### config.mk
export PLATFORM = sky130hd
export DESIGN_NAME = obc_da_engine
export DESIGN_NICKNAME = d
export VERILOG_FILES = /design/src/rtl/obc_da_pkg.sv /design/src/rtl/obc_da_engine_group_term.sv /design/src/rtl/obc_da_engine.sv
export SDC_FILE = /design/constraint.sdc
export NUM_CORES = 2
export LEC_CHECK = 0
export CORE_ASPECT_RATIO = 1.4
export CORE_UTILIZATION = 38
export CTS_CLUSTER_DIAMETER = 100
export DETAILED_ROUTE_END_ITERATION = 8
export HOLD_SLACK_MARGIN = 0.03
export PLACE_DENSITY = 0.53
export SLEW_MARGIN = 25
export SYNTH_ARGS = -nofsm -noshare
export SYNTH_HDL_FRONTEND = slang
export SYNTH_SLANG_ARGS = --single-unit
### constraint.sdc
create_clock -name clk -period 28.4 [get_ports clk]
set_clock_uncertainty 0.1 [all_clocks]
set_input_delay 5.68 -clock clk [delete_from_list [all_inputs] [get_ports clk]]
set_output_delay 5.68 -clock clk [all_outputs]
set_load 0.05 [all_outputs]
### src/rtl/obc_da_pkg.sv
// Shared types and helpers for the bit-serial OBC distributed-arithmetic engine.
package obc_da_pkg;

    typedef enum logic [1:0] {IDLE, RUN, FIN, DONE} state_t;

    localparam int N_IN_DEF  = 16;
    localparam int GROUP_DEF = 2;
    localparam int NG        = N_IN_DEF / GROUP_DEF;
    localparam int TBL_DEPTH = NG * (2 ** (GROUP_DEF - 1));
    localparam int TBL_AW    = $clog2(TBL_DEPTH);
    localparam int MAX_GROUP = 4;

    typedef struct packed {
        logic                   neg;
        logic [MAX_GROUP-2:0]   addr;
    } fold_t;

    // Fold a group's bit slice onto the half table: address bits are taken
    // relative to sample 0, whose own bit (and the sign plane) decides negation.
    function automatic fold_t obc_fold(input logic [MAX_GROUP-1:0] bits, input logic msb_plane);
        fold_t f;
        f.addr = '0;
        for (int unsigned i = 1; i < MAX_GROUP; i++) begin
            f.addr[i-1] = ~(bits[i] ^ bits[0]);
        end
        f.neg = ~bits[0] ^ msb_plane;
        return f;
    endfunction

endpackage

### src/rtl/obc_da_engine_group_term.sv
// Per-group OBC term: fold the bit slice, read the partial-sum entry, apply sign.
module obc_group_term
    import obc_da_pkg::*;
#(
    parameter int GROUP  = 2,
    parameter int COEF_W = 32,
    parameter int ACC_W  = 48
) (
    input  logic [GROUP-1:0]         i_bits,
    input  logic                     i_msb,
    input  logic signed [COEF_W-1:0] i_tbl [2**(GROUP-1)],
    output logic signed [ACC_W-1:0]  o_term
);

    logic [MAX_GROUP-1:0]     w_bits;
    fold_t                    w_fold;
    logic signed [COEF_W-1:0] w_entry;
    logic signed [ACC_W-1:0]  w_ext;
    logic                     w_unused_addr;

    always_comb begin
        w_bits            = '0;
        w_bits[GROUP-1:0] = i_bits;
        w_fold            = obc_fold(w_bits, i_msb);
        w_entry           = i_tbl[w_fold.addr[GROUP-2:0]];
        // Widen before negating so the most negative entry negates cleanly.
        w_ext             = ACC_W'(w_entry);
        o_term            = w_fold.neg ? -w_ext : w_ext;
    end

    assign w_unused_addr = ^w_fold.addr;

endmodule

### src/rtl/obc_da_engine.sv
// Bit-serial OBC distributed-arithmetic inner-product engine, MSB-first planes.
module obc_da_engine
    import obc_da_pkg::*;
#(
    parameter int N_IN   = N_IN_DEF,
    parameter int GROUP  = GROUP_DEF,
    parameter int DATA_W = 16,
    parameter int COEF_W = 32,
    parameter int ACC_W  = 48,
    localparam int L_NG  = N_IN / GROUP,
    localparam int L_ENT = 2 ** (GROUP - 1),
    localparam int L_AW  = $clog2(L_NG * L_ENT),
    localparam int L_PW  = $clog2(DATA_W)
) (
    input  logic                     clk,
    input  logic                     rst,
    input  logic                     in_valid,
    output logic                     in_ready,
    input  logic [N_IN*DATA_W-1:0]   in_data,
    output logic                     out_valid,
    input  logic                     out_ready,
    output logic signed [ACC_W-1:0]  out_data,
    input  logic                     tbl_we,
    input  logic [L_AW-1:0]          tbl_addr,
    input  logic signed [COEF_W-1:0] tbl_data,
    input  logic                     off_we,
    input  logic signed [COEF_W-1:0] off_data
);

    state_t                   r_state;
    logic                     r_drain;
    logic [L_PW-1:0]          r_plane;
    logic signed [ACC_W-1:0]  r_acc;
    logic signed [ACC_W-1:0]  r_psum;
    logic signed [ACC_W-1:0]  r_out_data;
    logic                     r_out_valid;
    logic [DATA_W-1:0]        r_x [N_IN];
    logic signed [COEF_W-1:0] r_tbl [L_NG][L_ENT];
    logic signed [COEF_W-1:0] r_off;

    logic                     w_accept;
    logic                     w_idle;
    logic                     w_msb;
    logic [GROUP-1:0]         w_bits [L_NG];
    logic signed [ACC_W-1:0]  w_term [L_NG];
    logic signed [ACC_W-1:0]  w_sum;
    logic signed [ACC_W-1:0]  w_res;

    assign w_idle    = (r_state == IDLE);
    assign in_ready  = w_idle | ((r_state == DONE) & out_ready);
    assign w_accept  = in_valid & in_ready;
    assign w_msb     = (r_plane == L_PW'(DATA_W - 1));
    assign out_valid = r_out_valid;
    assign out_data  = r_out_data;
    assign w_res     = r_acc + ACC_W'(r_off);

    always_comb begin
        w_bits = '{default: '0};
        for (int unsigned g = 0; g < L_NG; g++) begin
            for (int unsigned i = 0; i < GROUP; i++) begin
                w_bits[g][i] = r_x[g*GROUP + i][r_plane];
            end
        end
    end

    for (genvar g = 0; g < L_NG; g++) begin : g_term
        obc_group_term #(
            .GROUP  (GROUP),
            .COEF_W (COEF_W),
            .ACC_W  (ACC_W)
        ) u_term (
            .i_bits (w_bits[g]),
            .i_msb  (w_msb),
            .i_tbl  (r_tbl[g]),
            .o_term (w_term[g])
        );
    end

    always_comb begin
        w_sum = '0;
        for (int unsigned g = 0; g < L_NG; g++) begin
            w_sum = w_sum + w_term[g];
        end
    end

    always_ff @(posedge clk) begin
        if (w_accept) begin
            for (int unsigned k = 0; k < N_IN; k++) begin
                r_x[k] <= in_data[k*DATA_W +: DATA_W];
            end
        end
    end

    always_ff @(posedge clk) begin
        if (w_idle && tbl_we) begin
            r_tbl[tbl_addr[L_AW-1:GROUP-1]][tbl_addr[GROUP-2:0]] <= tbl_data;
        end
        if (w_idle && off_we) begin
            r_off <= off_data;
        end
    end

    // Plane sums are registered one cycle before accumulation; r_drain marks
    // the extra RUN cycle that folds the plane-0 sum into the accumulator.
    always_ff @(posedge clk or posedge rst) begin
        if (rst) begin
            r_state     <= IDLE;
            r_drain     <= 1'b0;
            r_plane     <= '0;
            r_acc       <= '0;
            r_psum      <= '0;
            r_out_valid <= 1'b0;
            r_out_data  <= '0;
        end else if (w_accept) begin
            r_state     <= RUN;
            r_drain     <= 1'b0;
            r_plane     <= L_PW'(DATA_W - 1);
            r_acc       <= '0;
            r_psum      <= '0;
            r_out_valid <= 1'b0;
        end else begin
            case (r_state)
                IDLE: ;
                RUN: begin
                    r_acc <= (r_acc <<< 1) + r_psum;
                    if (r_drain) begin
                        r_state <= FIN;
                    end else begin
                        r_psum <= w_sum;
                        if (r_plane == '0) r_drain <= 1'b1;
                        else               r_plane <= r_plane - 1'b1;
                    end
                end
                FIN: begin
                    r_out_data  <= w_res >>> 1;
                    r_out_valid <= 1'b1;
                    r_state     <= DONE;
                end
                DONE: begin
                    if (out_ready) begin
                        r_out_valid <= 1'b0;
                        r_state     <= IDLE;
                    end
                end
                default: r_state <= IDLE;
            endcase
        end
    end

endmodule

==> reports/summary.txt <==
fin crit share: 0.4625
Post-synth EDFFs: 800
WL/cell: 22.43 um
Synth Area in Adders: 0.1287
vias in the first global route: 42180
Syn Area/Cell: 11.55 sq um
clk root buf: clkbuf_16
Die H: 465.4 um
CP Launch Type: input port
io pins: 380
Worst Hold Class: register to register
row count: 169
Yosys cell types: 93
Layout Nets: 6192
worst-path fanout max: 3
post-synthesis xor/xnor area fraction: 0.07407
Post-DP HPWL: 132900 um
Num CTS Buffers: 103
Setup Fix Bufs, Post-CTS: 0
CP required: 22620 ps
WP data arrival: 7360 ps
initial antenna violation count: 27
DR WL met3: 8167 um
Pins Over Slew Limit: 0
final setup vio count: 0
Vias: 39770
Synth Area in Simple Gates: 0.1054
share of cells above drive strength 1: 0.07012
run status: finished clean
Avg Vias per Cell: 5.305
Starting DRT DRC Count: 2180
Syn. warnings: 0
RD Place Congestion: 0.9276
fmax: 0.07613 GHz
Compound-Gate Fraction of Synth Area: 0.09943
hold buffers post-CTS: 0
post-synthesis sequential area ratio: 0.4771
setup_tns: 0 ps
CTS HTree Levels: 3
initial core utilization: 0.3838
Total Routed Length: 168100 um
Slew Limit Headroom: 0.2328
area grow syn2layout: 17.04%
GRT Overall Usage: 0.2164
largest family of logic cells by synthesized area: adder cells
final worst path period need: 13140 ps
Synthesized Nets: 5808
Die Footprint: 154900 sq um
PortBufs: 379
asr flop ratio synth: 0.1588
fillcell total: 14080
global-route wire length before repair: 252400 um
uppermost layer routed: met5
Die W: 333.0 um
Skew-Pair Late Insertion Delay: 760 ps
core area: 151800 sq um
CTS clock-pin slew for the worst setup and hold paths: 60 ps
max-cap check violation count: 0
post-cts resize count: 0
Post-Syn Instances: 5047
CTS max path bufs: 3
post-synthesis register bit count: 951
Tightest Pin Transition: 1142 ps
DRT Pass-1 Iters: 5
GRT overflow: 0
antenna-violating nets left: 0
# clock sinks: 951
CTS tree: done
crit path kind: input port to primary output
proportion of synthesized area in mux cells: 0.07779
Main synth FF type: edfxtp_1
CP endpoint kind: primary output
synthesized area: 58270 sq um
Fin. Hold Viols: 0
Met2 Wirelength: 87950 um
unrepaired setup endpoints after global routing: false
met1 WL: 64940 um
pin count of the biggest net entering global routing: 110
# DRC: 0
==> stage by stage <==
step	hold WS, ps	cells	area [sq um]	setup slack [ps]	util
global placement	353.6	7284	64500	15270	0.4248
detailed placement	366.4	7285	64530	15280	0.4251
global route	402.9	7487	68180	15240	0.4491
CTS	379.4	7478	67990	15270	0.4478
finish	372.3	7496	68200	15260	0.4492
floorplan	349.5	5047	58270	13870	-
==> cell usage in the layout (no fill, tap or decap), types with 59 or more instances in the layout <==
cell type / instances
a21o_1: 98
a21oi_1: 292
buf_4: 59
clkbuf_16: 103
clkdlybuf4s50_1: 379
dfrtp_1: 148
edfxtp_1: 800
fa_1: 281
ha_1: 150
inv_1: 386
mux2i_1: 306
nand2_1: 326
nand3_1: 110
nor2_1: 342
nor3_1: 157
nor4_1: 67
o21ai_0: 263
xnor2_1: 252
xor2_1: 231
==> cell usage after synthesis (16+ instances only) <==
master    instances  area, sq um
a211oi_1         21        157.7
a21o_1           98        735.7
a21oi_1         295         1476
a31oi_1          44        275.3
and2_1           26        162.7
and3_1           31        193.9
buf_1            27        101.4
buf_2            19        95.09
clkbuf_1        112        420.4
dfrtp_1         151         3779
edfxtp_1        800        24020
fa_1            281         5625
ha_1            150         1877
inv_1           387         1453
mux2_2           21        236.5
mux2i_1         307         3073
mux4_2           50         1126
nand2_1         329         1235
nand2b_1         28        175.2
nand3_1         110        550.5
nand4_1          25        156.4
nor2_1          357         1340
nor2b_1          16        100.1
nor3_1          162        810.8
nor4_1           69        431.7
o21a_1           25        187.7
o21ai_0         264         1321
o21bai_1         29        217.7
o31ai_1          55        412.9
or3_1            33        206.5
or4_1            25        187.7
xnor2_1         252         2207
xor2_1          231         2023
==> sequential cells by signal, summed over array words and instances, names as in the netlist <==
register   cells
r_state        2
out_valid      1
r_psum        48
r_x          256
r_off         32
r_drain        1
r_tbl        512
r_acc         48
out_data      47
r_plane        4
==> final cells by class <==
cell class                      instances  area [sq um]  area share
Clock buffer                          134          2754     0.04038
Antenna cell                           11         27.53   0.0004036
Sequential cell                       951         27810      0.4077
Clock inverter                         59         698.2     0.01024
Inverter                              393          1490     0.02185
Timing Repair Buffer                  446          4419     0.06479
Tap cell                             1966          2460     0.03607
Multi-Input combinational cell       3536         28550      0.4186
==> path summary, 6_finish.rpt <==
check / from / endpoint / slack (ps) / depth (start not counted)
worst max register to register: r_plane[2] / r_psum[47] / 16790 / 32
max in group asynchronous: rst / r_plane[2] / 21540 / 3
worst max-delay path: out_ready / in_ready / 15260 / 4
worst min-delay path: out_data[37] / out_data[37] / 370 / 2
min in group asynchronous: rst / out_data[45] / 5340 / 2
worst min register to register: out_data[37] / out_data[37] / 370 / 2
==> logic make-up after synthesis <==
group                      after synthesis
xor gates and xnor gates               487
buffers and inverters                  560
and+or+nand+nor                       1282
adders and majority gates              431
muxes                                  382
DFF                                    951
AOI/OAI and AO/OA                      954
==> per-layer routing <==
metal  up-vias  global-route usage
met1     19390              0.2416
met4        20             0.09077
met2      1090              0.4043
met5         -                   0
met3       308             0.03414
li1      18960                   -
==> critical path: stages <==
cell and delay [ps]:
clkdlybuf4s50_1 510, nand3_1 120, o21ai_0 180, clkdlybuf4s50_1 870
Power is left out: the tool's default activity adds up to more than one toggle a clock period on the data nets, which glitch-free logic cannot reach.
